File: src/rtl/io_port_fifo.sv
// Memory-mapped I/O port: CPU write FIFO drained over valid/ready, single-word input holding register, status word.
// Optional sticky overflow flag in status bit 12 is enabled by defining IO_OVERFLOW_FLAG_EN.
module io_port_fifo #(
  parameter int DATA_W = 16,
  parameter int DEPTH  = 4
) (
  input  logic              clock,
  input  logic              reset,
  input  logic              cpu_wr,
  input  logic [DATA_W-1:0] cpu_wr_data,
  input  logic              cpu_rd,
  input  logic              cpu_rd_sel,
  output logic [DATA_W-1:0] cpu_rd_data,
  output logic [DATA_W-1:0] ext_out_data,
  output logic              ext_out_valid,
  input  logic              ext_out_ready,
  input  logic [DATA_W-1:0] ext_in_data,
  input  logic              ext_in_valid,
  output logic              ext_in_ready,
  output logic              out_full,
  output logic              in_avail
);

  localparam int AW = $clog2(DEPTH);
  localparam logic [AW-1:0] PTR_ONE  = AW'(1);
  localparam logic [AW:0]   CNT_ONE  = (AW+1)'(1);
  localparam logic [AW:0]   CNT_FULL = (AW+1)'(DEPTH);

  logic [DATA_W-1:0] mem_q [DEPTH];
  logic [AW-1:0]     wr_ptr_q, wr_ptr_d, rd_ptr_q, rd_ptr_d;
  logic [AW:0]       count_q, count_d;
  logic [DATA_W-1:0] hold_q, hold_d;
  logic              in_avail_q, in_avail_d;
  logic              push_s, pop_s, load_s, consume_s, full_s, ovf_s;
  logic [3:0]        cnt4_s;
  logic [DATA_W-1:0] status_s;

  // Handshake decode; a status read never consumes the holding register.
  always_comb begin
    full_s    = (count_q == CNT_FULL);
    pop_s     = (count_q != {(AW+1){1'b0}}) && ext_out_ready;
    push_s    = cpu_wr && (!full_s || pop_s);
    consume_s = cpu_rd && !cpu_rd_sel && in_avail_q;
    load_s    = ext_in_valid && (!in_avail_q || consume_s);
  end

  // Next-state for FIFO pointers/count and the input holding register.
  always_comb begin
    wr_ptr_d   = push_s ? (wr_ptr_q + PTR_ONE) : wr_ptr_q;
    rd_ptr_d   = pop_s  ? (rd_ptr_q + PTR_ONE) : rd_ptr_q;
    case ({push_s, pop_s})
      2'b10:   count_d = count_q + CNT_ONE;
      2'b01:   count_d = count_q - CNT_ONE;
      default: count_d = count_q;
    endcase
    if (load_s) begin
      hold_d     = ext_in_data;
      in_avail_d = 1'b1;
    end else if (consume_s) begin
      hold_d     = hold_q;
      in_avail_d = 1'b0;
    end else begin
      hold_d     = hold_q;
      in_avail_d = in_avail_q;
    end
  end

  // Control state with synchronous active-low reset.
  always_ff @(posedge clock) begin
    if (!reset) begin
      wr_ptr_q   <= {AW{1'b0}};
      rd_ptr_q   <= {AW{1'b0}};
      count_q    <= {(AW+1){1'b0}};
      hold_q     <= {DATA_W{1'b0}};
      in_avail_q <= 1'b0;
    end else begin
      wr_ptr_q   <= wr_ptr_d;
      rd_ptr_q   <= rd_ptr_d;
      count_q    <= count_d;
      hold_q     <= hold_d;
      in_avail_q <= in_avail_d;
    end
  end

  // FIFO storage; contents are don't-care until a pointer references them.
  always_ff @(posedge clock) begin
    if (reset && push_s) begin
      mem_q[wr_ptr_q] <= cpu_wr_data;
    end
  end

`ifdef IO_OVERFLOW_FLAG_EN
  logic ovf_q, ovf_d, drop_s;

  // Sticky drop flag; a drop in the same cycle as a status read wins over the clear.
  always_comb begin
    drop_s = cpu_wr && full_s && !pop_s;
    if (drop_s) begin
      ovf_d = 1'b1;
    end else if (cpu_rd && cpu_rd_sel) begin
      ovf_d = 1'b0;
    end else begin
      ovf_d = ovf_q;
    end
  end

  // Overflow flag register.
  always_ff @(posedge clock) begin
    if (!reset) begin
      ovf_q <= 1'b0;
    end else begin
      ovf_q <= ovf_d;
    end
  end

  assign ovf_s = ovf_q;
`else
  assign ovf_s = 1'b0;
`endif

  // Status word and CPU read mux.
  always_comb begin
    cnt4_s   = 4'(count_q);
    status_s = {DATA_W{1'b0}};
    status_s[DATA_W-1 -: 4] = {in_avail_q, full_s, (count_q != {(AW+1){1'b0}}), ovf_s};
    status_s[3:0] = cnt4_s;
    if (cpu_rd_sel) begin
      cpu_rd_data = status_s;
    end else if (in_avail_q) begin
      cpu_rd_data = hold_q;
    end else begin
      cpu_rd_data = {DATA_W{1'b0}};
    end
  end

  assign ext_out_data  = mem_q[rd_ptr_q];
  assign ext_out_valid = (count_q != {(AW+1){1'b0}});
  assign out_full      = full_s;
  assign in_avail      = in_avail_q;
  assign ext_in_ready  = !in_avail_q || consume_s;

endmodule

File: config.mk
export PLATFORM = sky130hd
export DESIGN_NAME = io_port_fifo
export DESIGN_NICKNAME = d
export VERILOG_FILES = /design/src/rtl/io_port_fifo.sv
export SDC_FILE = /design/constraint.sdc
export NUM_CORES = 1
export LEC_CHECK = 0
export ABC_AREA = 0
export BUFFER_PORTS_ARGS = -buffer_cell sky130_fd_sc_hd__buf_2
export CAP_MARGIN = 20
export CORE_ASPECT_RATIO = 0.7
export CORE_MARGIN = 3
export CORE_UTILIZATION = 39
export CTS_CLUSTER_DIAMETER = 100
export DETAILED_ROUTE_END_ITERATION = 16
export HOLD_SLACK_MARGIN = 0.05
export PLACE_DENSITY = 0.63
export SLEW_MARGIN = 20
export SYNTH_ARGS = -nofsm -noshare
export SYNTH_HDL_FRONTEND = slang
export SYNTH_SLANG_ARGS = --single-unit
File: constraint.sdc
create_clock -name clock -period 2.8 [get_ports clock]
set_clock_uncertainty 0.2 [all_clocks]
set_input_delay 0.7 -clock clock [delete_from_list [all_inputs] [get_ports clock]]
set_output_delay 0.7 -clock clock [all_outputs]
set_load 0.01 [all_outputs]
==> metrics.md <==
| Metric | Value |
|---|---|
| Outcome | finished clean |
| WHS Path Cells | 2 |
| Tot GR Track Use | 0.1301 |
| P&R area growth vs syn | 21.35% |
| Dominant synthesized flop cell | edfxtp_1 |
| Cell Area, Synth | 3716 um^2 |
| Startpoint types | flip-flop |
| Met2 WL | about 3100 um |
| Synth cell count leaders | edfxtp_1 (64), nand2_1 (46), dfxtp_1 (26) |
| Max Clock Freq | ~380 MHz |
| Dominant cell type by area after synthesis | edfxtp_1 |
| Final core occ | 0.4912 |
| Critical R2R Capture | count_q[2] |
| Met3 WL | roughly 380 um |
| Initial antenna violation count | 0 |
| Largest net degree at the start of global routing | 35 |
| Post-route minimum period | roughly 2.6 ns |
| Final Cell Area | between 4000 and 5000 um^2 |
| Critical path capture point type | output pin |
| Reg2reg setup slack | between 0.3 and 0.4 ns |
| 1st-iter DRT viols | ~100 |
| Post-Route M1 WL | 3053 um |
| Die span in x | about 120 um |
| Max Cap Viol | 0 |
| Final nets | roughly 370 |
| First-pass GRT wire length | 10,490 um |
| Combinational Power Share | 0.197 |
| Placed cell areas | between 4000 and 5000 um^2 |
| Setup tns final | 0 ns |
| Fillers | 833 |
| Starting Density | 0.4048 |
| P_sw | about 0.86 mW |
| Int Power | approximately 2.5 mW |
| Reg area | about 2400 um^2 |
| Drt first pass iters | 4 |
| Pleak | 1.764 nW |
| Max-slew headroom | 0.7834 |
| RSZ-0062 raised after global routing | no |
| Via-to-Cell Ratio | around 4.6 |
| Clock Power Share | 0.337 |
| Post-DP HPWL | ~4400 um |
| Final setup viols | 0 |
| Die span in y | 87.67 um |
| Seq cells post-synth | 90 |
| Sw frac | 0.2520 |
| Antenna cells | 0 |
| Synth cell types | 32 |
| Synthesized netlist cell count | 240 |
| Worst Tran Pin Value | approximately 0.32 ns |
| H-Tree Depth | 3 |
| Clk sinks | 90 |
| Uppermost routed layer | met4 |
| Crit Path Category | reg2out |
| CTS tree | built |
| Num CTS Buffers | 9 |
| Synth top area cells | edfxtp_1 (52%), dfxtp_1 (14%), mux4_2 (6.1%) |
| Post CTS Setup Buffer Count | 0 |
| Clock slew seen by the registers of the worst setup and hold paths | 0.06 ns |
| Routed Wire Length | roughly 6600 um |
| Vias in the first global route | approximately 2,000 |
| Port bufs | 74 |
| WP data required | 1.90 ns |
| Worst Hold Launch | hold_q[6] |
| Warnings from Yosys | 0 |
| Post-synthesis sequential area ratio | 0.6572 |
| Share of cells above drive strength 1 | 0.3528 |
| P per Cell Area | 754.0 nW/um^2 |
| DR WL/cell | ~15 um |
| Fin. Hold Viols | 0 |
| End of the worst hold path | hold_q[6] |
| IO Count | 75 |
| Num rows | 29 |
| DRC violations left | 0 |
| Hold buffers post-CTS | 0 |
| Post-synth top area share | 0.5172 |
| GPL Wtd Cong | around 0.75 |
| Most common cell in the netlist | edfxtp_1 |
| Grt ovf | 0 |
| Worst skew pair latency | around 0.33 ns |
| Routed via count | between 2,000 and 2,500 |
| Multi-input logic area | between 1000 and 1500 um^2 |
| R2R Path Start | count_q[2] |
| Max clock buf depth | 2 |
| EDFF count, synth | 64 |
| Worst-path fanout max | 16 |
| Synth Area per Inst | between 15 and 20 um^2 |
| Worst slack at placement | about 0.21 ns |
| FF-to-FF path depth | 9 |
| Critical Path AT | around 1.7 ns |
| Antenna-violating nets left | 0 |
| CTS resizes | 0 |
| PnR worst setup slack | between 0.15 and 0.2 ns |
| Final Slew Violations | 0 |
| Die area | 10,750 um^2 |
| Final worst-path cycle share | 0.9371 |
| Root Buffer | clkbuf_16 |
| Worst vdd ir | a little under 300 uV |
| Hold Path Class | reg2reg |
| Sequential power share | 0.466 |
| Syn nets | about 290 |
| Ys async rst share | 0 |
| Core ar. | just over 9000 um^2 |
==> power groups by stage <==
stage	Sequential (mW)	Combinational (mW)	Clock [mW]
after global routing	1.59	0.749	1.24
after global placement	1.61	0.674	0
after detailed placement	1.61	0.687	0
after CTS	1.58	0.689	1.19
after floorplan	1.60	0.500	0
final	1.58	0.671	1.15
==> cell usage in the layout, fill, tap and decap left out <==
master / n
a21boi_0: 1
a21boi_2: 1
a21boi_4: 1
a21oi_1: 1
a22o_1: 1
and2_1: 13
and3_1: 4
buf_2: 74
buf_4: 10
bufinv_16: 1
clkbuf_16: 9
clkinv_1: 1
clkinv_2: 2
clkinv_4: 3
dfxtp_1: 26
edfxtp_1: 64
fa_1: 1
ha_1: 5
inv_1: 7
mux2i_1: 18
mux4_1: 6
mux4_2: 10
nand2_1: 46
nand2b_4: 1
nor2b_1: 4
nor3b_4: 1
o21a_1: 1
o21ai_0: 5
o21ai_1: 1
o311ai_2: 1
o31a_2: 1
or3_1: 2
xnor2_1: 3
xor2_1: 1
==> sequential cells by signal, indices dropped and copies added (netlist names), named ones only <==
name / cells
wr_ptr_q: 2
count_q: 3
rd_ptr_q: 2
in_avail: 1
hold_q: 16
mem_q: 64
==> layer usage <==
layer  vias up  track usage
met5         -            0
met4         0      0.04573
met3         6      0.05165
met2        42       0.1998
met1       996       0.1690
li1       1034            -
==> stage by stage <==
stage / hold slack, ns / total power, mW / instances
global placement: 0.2377 / 2.282 / 434
detailed placement: 0.2475 / 2.297 / 434
floorplan: 0.2301 / 2.096 / 240
finish: 0.2528 / 3.400 / 450
global route: 0.2780 / 3.580 / 450
CTS: 0.2578 / 3.461 / 450
==> cell type report <==
class / count / area share
Inverter: 7 / 0.005827
Clock buffer: 9 / 0.04994
Clock inverter: 7 / 0.01554
Tap cell: 124 / 0.03441
Multi-Input combinational cell: 129 / 0.2539
Timing Repair Buffer: 84 / 0.09878
Sequential cell: 90 / 0.5416
==> critical path: stages (launching register included) <==
cell     delay [ns]
dfxtp_1        0.31
buf_4          0.31
mux4_1         0.61
buf_2          0.16
==> cells by family after synthesis <==
logic type               share of synthesized area
AO/OA/AOI/OAI                              0.03098
buffers and inverters                      0.03468
AND/OR/NAND/NOR                            0.09394
adder cells (fa/ha/maj)                    0.02222
multiplexers                                0.1515
flip-flops                                  0.6572
XOR/XNOR                                  0.009429
==> worst max path at each step <==
stage                       start               to  cells past startpoint
floorplan           ext_out_ready       count_q[2]                      9
global placement    ext_out_ready       count_q[2]                     10
detailed placement  ext_out_ready       count_q[2]                     10
CTS                     flip-flop  ext_out_data[0]                      3
global route            flip-flop  ext_out_data[0]                      3
finish                  flip-flop  ext_out_data[3]                      3
No activity file was read; power rests on OpenSTA's default activity.
